**src/rtl/pulse_spacer_if.sv**
```systemverilog
// Pulse spacer bus: input events and flush toward the spacer, spaced events
// and status back toward the producer.
interface pulse_spacer_if #(
  parameter int unsigned CNT_WIDTH = 4
);
  logic                 flush;
  logic                 in_pulse;
  logic                 out_pulse;
  logic [CNT_WIDTH-1:0] pending;
  logic                 busy;
  logic                 overflow;

  modport master (
    output flush,
    output in_pulse,
    input  out_pulse,
    input  pending,
    input  busy,
    input  overflow
  );

  modport slave (
    input  flush,
    input  in_pulse,
    output out_pulse,
    output pending,
    output busy,
    output overflow
  );
endinterface

```
**src/rtl/pulse_spacer.sv**
```systemverilog
// Source-domain pulse spacer: re-emits 1-cycle input events at least MIN_GAP
// cycles apart so a downstream toggle synchronizer always sees a legal period.
// Excess events wait in a pending counter; events beyond its capacity are
// dropped and reported on overflow.
module pulse_spacer #(
  parameter int unsigned MIN_GAP   = 2,
  parameter int unsigned CNT_WIDTH = 4
) (
  input logic           clk,
  input logic           reset,
  pulse_spacer_if.slave ps
);

  localparam int unsigned GAP_W = ($clog2(MIN_GAP) > 1) ? $clog2(MIN_GAP) : 1;
  localparam logic [GAP_W-1:0]     GAP_LOAD = GAP_W'(MIN_GAP - 1);
  localparam logic [CNT_WIDTH-1:0] PEND_MAX = '1;

  logic [GAP_W-1:0]     gap_cnt;
  logic [CNT_WIDTH-1:0] pend_q;
  logic                 out_q;
  logic                 ovf_q;
  logic                 issue;
  logic                 accept;

  // Issue when the spacing window has expired and an event is available;
  // a full queue can still take a new event in the same cycle one leaves.
  always_comb begin
    issue  = !ps.flush && (gap_cnt == '0) && ((pend_q != '0) || ps.in_pulse);
    accept = ps.in_pulse && !ps.flush && ((pend_q != PEND_MAX) || issue);
  end

  // Spacing counter, pending count and registered event/overflow pulses.
  always_ff @(posedge clk or posedge reset) begin
    if (reset) begin
      gap_cnt <= '0;
      pend_q  <= '0;
      out_q   <= 1'b0;
      ovf_q   <= 1'b0;
    end else begin
      out_q <= issue;
      ovf_q <= ps.in_pulse && !ps.flush && !accept;

      // flush leaves gap_cnt alone so spacing from the last issued pulse holds.
      if (issue) begin
        gap_cnt <= GAP_LOAD;
      end else if (gap_cnt != '0) begin
        gap_cnt <= gap_cnt - GAP_W'(1);
      end

      if (ps.flush) begin
        pend_q <= '0;
      end else if (accept && !issue) begin
        pend_q <= pend_q + CNT_WIDTH'(1);
      end else if (!accept && issue) begin
        pend_q <= pend_q - CNT_WIDTH'(1);
      end
    end
  end

  assign ps.out_pulse = out_q;
  assign ps.overflow  = ovf_q;
  assign ps.pending   = pend_q;
  assign ps.busy      = (pend_q != '0) || (gap_cnt != '0);

endmodule

```
**src/flat_wrapper.sv**
```systemverilog
// flat-port wrapper written by rule: the top's interface ports become plain ports
module pulse_spacer_flat 
#(
  parameter int unsigned MIN_GAP   = 2,
  parameter int unsigned CNT_WIDTH = 4
)
  (clk, reset, ps_flush, ps_in_pulse, ps_out_pulse, ps_pending, ps_busy, ps_overflow);
  pulse_spacer_if #(.CNT_WIDTH(CNT_WIDTH)) ps_i ();
  input logic clk;
  input logic reset;
  input wire logic [$bits(ps_i.flush)-1:0] ps_flush;
  input wire logic [$bits(ps_i.in_pulse)-1:0] ps_in_pulse;
  output wire logic [$bits(ps_i.out_pulse)-1:0] ps_out_pulse;
  output wire logic [$bits(ps_i.pending)-1:0] ps_pending;
  output wire logic [$bits(ps_i.busy)-1:0] ps_busy;
  output wire logic [$bits(ps_i.overflow)-1:0] ps_overflow;
  assign ps_i.flush = ps_flush;
  assign ps_i.in_pulse = ps_in_pulse;
  assign ps_out_pulse = ps_i.out_pulse;
  assign ps_pending = ps_i.pending;
  assign ps_busy = ps_i.busy;
  assign ps_overflow = ps_i.overflow;
  pulse_spacer #(.MIN_GAP(MIN_GAP), .CNT_WIDTH(CNT_WIDTH)) u_core (.clk(clk), .reset(reset), .ps(ps_i));
endmodule
```
**config.mk**
```make
export PLATFORM = sky130hd
export DESIGN_NAME = pulse_spacer_flat
export DESIGN_NICKNAME = d
export VERILOG_FILES = /design/src/rtl/pulse_spacer_if.sv /design/src/rtl/pulse_spacer.sv /design/src/flat_wrapper.sv
export SDC_FILE = /design/constraint.sdc
export NUM_CORES = 1
export LEC_CHECK = 0
export ABC_AREA = 1
export CAP_MARGIN = 20
export CORE_AREA = 2 2 39 41
export CTS_CLUSTER_SIZE = 25
export DETAILED_ROUTE_END_ITERATION = 8
export DIE_AREA = 0 0 41 43
export GPL_TIMING_DRIVEN = 0
export MAX_ROUTING_LAYER = met4
export SLEW_MARGIN = 10
export SYNTH_ARGS = -nofsm -noshare
export SYNTH_HDL_FRONTEND = slang
export SYNTH_SLANG_ARGS = --single-unit
export TNS_END_PERCENT = 10
```
**constraint.sdc**
```tcl
create_clock -name clk -period 1.4 [get_ports clk]
set_input_delay 0.28 -clock clk [delete_from_list [all_inputs] [get_ports clk]]
set_output_delay 0.28 -clock clk [all_outputs]
set_load 0.05 [all_outputs]
```
==> out/qor.json <==
{
  "critPathLaunch": "u_core.ps.pending[2]",
  "grt_use_met2_pct": 14.1,
  "dpl_cell_area_um2": 638,
  "grt_start_max_net_pins": 9,
  "synthTopCellsByArea": "dfrtp_1 31%, nand2_1 7.7%, nand3_1 7.2%",
  "timing.final.hold_violations": 0,
  "drt-wirelength-per-cell_um": 10.7,
  "p_seq_share_pct": 21.7,
  "cts_buffer_depth": 2,
  "die_area_mm2": 0.00176,
  "clock_tree.root_cell": "clkbuf_4",
  "asyncSetResetFlopFracSynth_pct": 100,
  "detail_route.iter0.violations": 2,
  "total_switching_power_uw": 699,
  "max-slew-margin-rel_pct": 68.2,
  "met1_usage_pct": 16.4,
  "grt_antenna_before_repair": 0,
  "top_cell_types_by_occurrence_after_synthesis": "10 x nand2_1, 7 x inv_1, 7 x nand3_1, 6 x dfrtp_1, 6 x nor2_1",
  "timing.critical_path.from_type": "flop",
  "grt_first_pass_wirelength_um": 1370,
  "global_route.overflow_total": 0,
  "ant_nets": 0,
  "synth_enable_flop_cells": 0,
  "gate_count_of_the_mapped_netlist": 61,
  "routed_wirelength_um": 1070,
  "fmaxAchievable_ghz": 0.634,
  "stdcell_area_um2": 754,
  "synth.most_common_cell": "nand2_1",
  "worst_pin_slew_ns": 0.478,
  "synth-warning-count": 0,
  "total_leakage_power_uw": 0.000369,
  "die_width_um": 41,
  "detailedPlacementHpwl_um": 714,
  "final_layout_size_suffix_gt1_share_pct": 56.0,
  "tritoncts": "yes",
  "fin_worst_skew_ns": 0.00247,
  "synth_largest_type_area_fraction_pct": 30.7,
  "port_buffers": 10,
  "synth_cell_type_count": 21,
  "logic_pwr_share_pct": 66.1,
  "timing.critical_path.to_type": "flop",
  "floorplan_die_height_um": 43,
  "area_growth_syn_to_layout_pct": 54.2,
  "coreArea_mm2": 0.00138,
  "period_share_pct": 113,
  "max_cap_violations": 0,
  "critical_path_arrival_ns": 1.72,
  "drcViolationCount": 0,
  "initial_utilization_pct": 35.4,
  "min-delay-path-class": "input port to async pin",
  "ys_seq_elements": 6,
  "power_density_mw_per_mm2": 1900,
  "cts_buffers": 3,
  "drt-vias-per-instance": 4.81,
  "antenna_cells": 0,
  "worst_ir_drop_vdd_mv": 1.09,
  "post-route-min-period_ns": 1.58,
  "grt_pass1_vias": 333,
  "syn-mean-instance-area_um2": 8.02,
  "num_rows": 14,
  "cts_max_level": 1,
  "final_net_count": 92,
  "violations_in_the_final_reports": "negative setup slack",
  "clock-sinks": 6,
  "grt_most_used_layer": "met1",
  "worstPathCellList": "nand2_2, inv_4, nand2_4, nand2_8, ha_4, nand2_2, nand2_1, a21oi_2, nand3_1, nand3_1, nand2_1",
  "instances_no_fill": 100,
  "grt.met3_usage_pct": 9.42,
  "finalMaxSlewViolations": 0,
  "io_pins": 11,
  "clk-insertion-delay-late_ns": 0.25,
  "setup_total_negative_slack_ns": -0.593,
  "seq_area_frac_synth_pct": 30.7,
  "timing_worst_setup_path_type": "flop to flop",
  "setup_violations": 4,
  "place.detailed.instances": 87,
  "critPathRequiredTime_ns": 1.54,
  "slowest_cell_on_the_critical_path": "dfrtp_2",
  "clockPowerShare_pct": 12.3,
  "worst_setup_hold_path_clk_slew_ns": 0.05,
  "postSynthNetCount": 68,
  "synth.cell_area_um2": 489,
  "setup_repair_after_global_routing_missed_its_margin": "yes",
  "detailedRoute.firstPassIterationCount": 3,
  "post-synth-top-area-cell": "dfrtp_1",
  "crit_path_max_fanout": 6,
  "worst_path_largest_cell_delay_ns": 0.45,
  "place.gp.congestion": 0.691,
  "finalWorstSetupSlack_ns": -0.178,
  "grt_util_all_layers_pct": 12.6,
  "power.share.switching_pct": 48.7,
  "outcome": "complete, but fails checks",
  "postSynth.topFlopCell": "dfrtp_1",
  "crit-reg2reg-launch": "u_core.ps.pending[2]",
  "routed-via-count": 481,
  "power_report.internal_total_uw": 735
}
per-layer routing:
layer	share of wire, %	vias up
met1	45	225
met2	48	11
met4	1.3	0
met5	0	-
met3	6.4	4
li1	-	241
path summary, 6_finish.rpt:
path                            cells past startpoint  slack [ns]                   end
worst min register to register                      2        0.63  u_core.ps.pending[2]
worst max-delay path                               11       -0.18  u_core.ps.pending[3]
worst max register to register                     11       -0.18  u_core.ps.pending[3]
max in group asynchronous                           2        0.96  u_core.ps.pending[3]
worst min-delay path                                2        0.24  u_core.ps.pending[0]
min in group clk                                    3        0.52        u_core.gap_cnt
kinds of logic (layout without fill, tap and decap cells):
family	Yosys count	after routing	share of synthesized area [%]
xor gates and xnor gates	1	1	1.79
adders and majority gates	3	3	9.21
and+or+nand+nor	32	32	40.2
AOI/OAI and AO/OA	7	7	7.93
buffers and inverters	12	35	10.2
DFF	6	6	30.7
power by group through the flow:
stage                     clock [uW]  sequential, uW  combinational, uW
after CTS                        180             325                707
after global placement             0             333                723
final                            176             311                947
after detailed placement           0             328                735
after global routing             198             319               1010
after floorplan                    0             468                394
flip-flops by register name (all words and copies together), names as in the netlist:
signal	flops
u_core.ps.overflow	1
u_core.gap_cnt	1
u_core.ps.pending	4
cell usage in the layout, fill, tap and decap left out, types with 2 or more instances in the layout:
cell type and instances:
buf_4 9, nand3_1 7, inv_1 6, nand2_1 6, nand2_2 5, dfrtp_2 5
nor2_1 4, inv_4 4, o21ai_1 3, clkbuf_4 3, clkbuf_2 3, nor2_2 2
nand3_4 2, a21oi_1 2, inv_2 2, or2_1 2, ha_4 2, dlygate4sd2_1 2
clkdlybuf4s15_2 2
area by class of cell:
type | count | area, um^2
clock buffer | 4 | 26.3
fill | 132 | 629
inverter | 12 | 55.1
multi-input combinational | 43 | 343
sequential | 6 | 156
tap | 16 | 20.0
timing repair buffer | 19 | 154
critical path, delay by kind of cell (launching register included):
kind,cells,cell delay (ns)
AOI/OAI and AO/OA,1,0.11
adders and majority gates,1,0.26
buffers and inverters,1,0.04
DFF,1,0.45
and+or+nand+nor,8,0.61
what timing repair did:
action / 4_1_cts / 5_1_grt
pin swaps: 0 / 12
setup endpoints to repair: 10 / 8
hold buffers: 0 / 0
resized for setup: 18 / 18
setup buffers: 0 / 9
metrics by stage:
step	hold slack, ns	worst slack [ns]	utilization, %	power, uW
global placement	0.511	-0.641	46.1	1060
global route	0.264	-0.256	54.5	1530
floorplan	0.0706	-0.235	-	862
CTS	0.245	-0.221	47.5	1210
finish	0.239	-0.178	54.5	1430
detailed placement	0.505	-0.657	46.1	1060
Power figures use the tool's default switching activity.
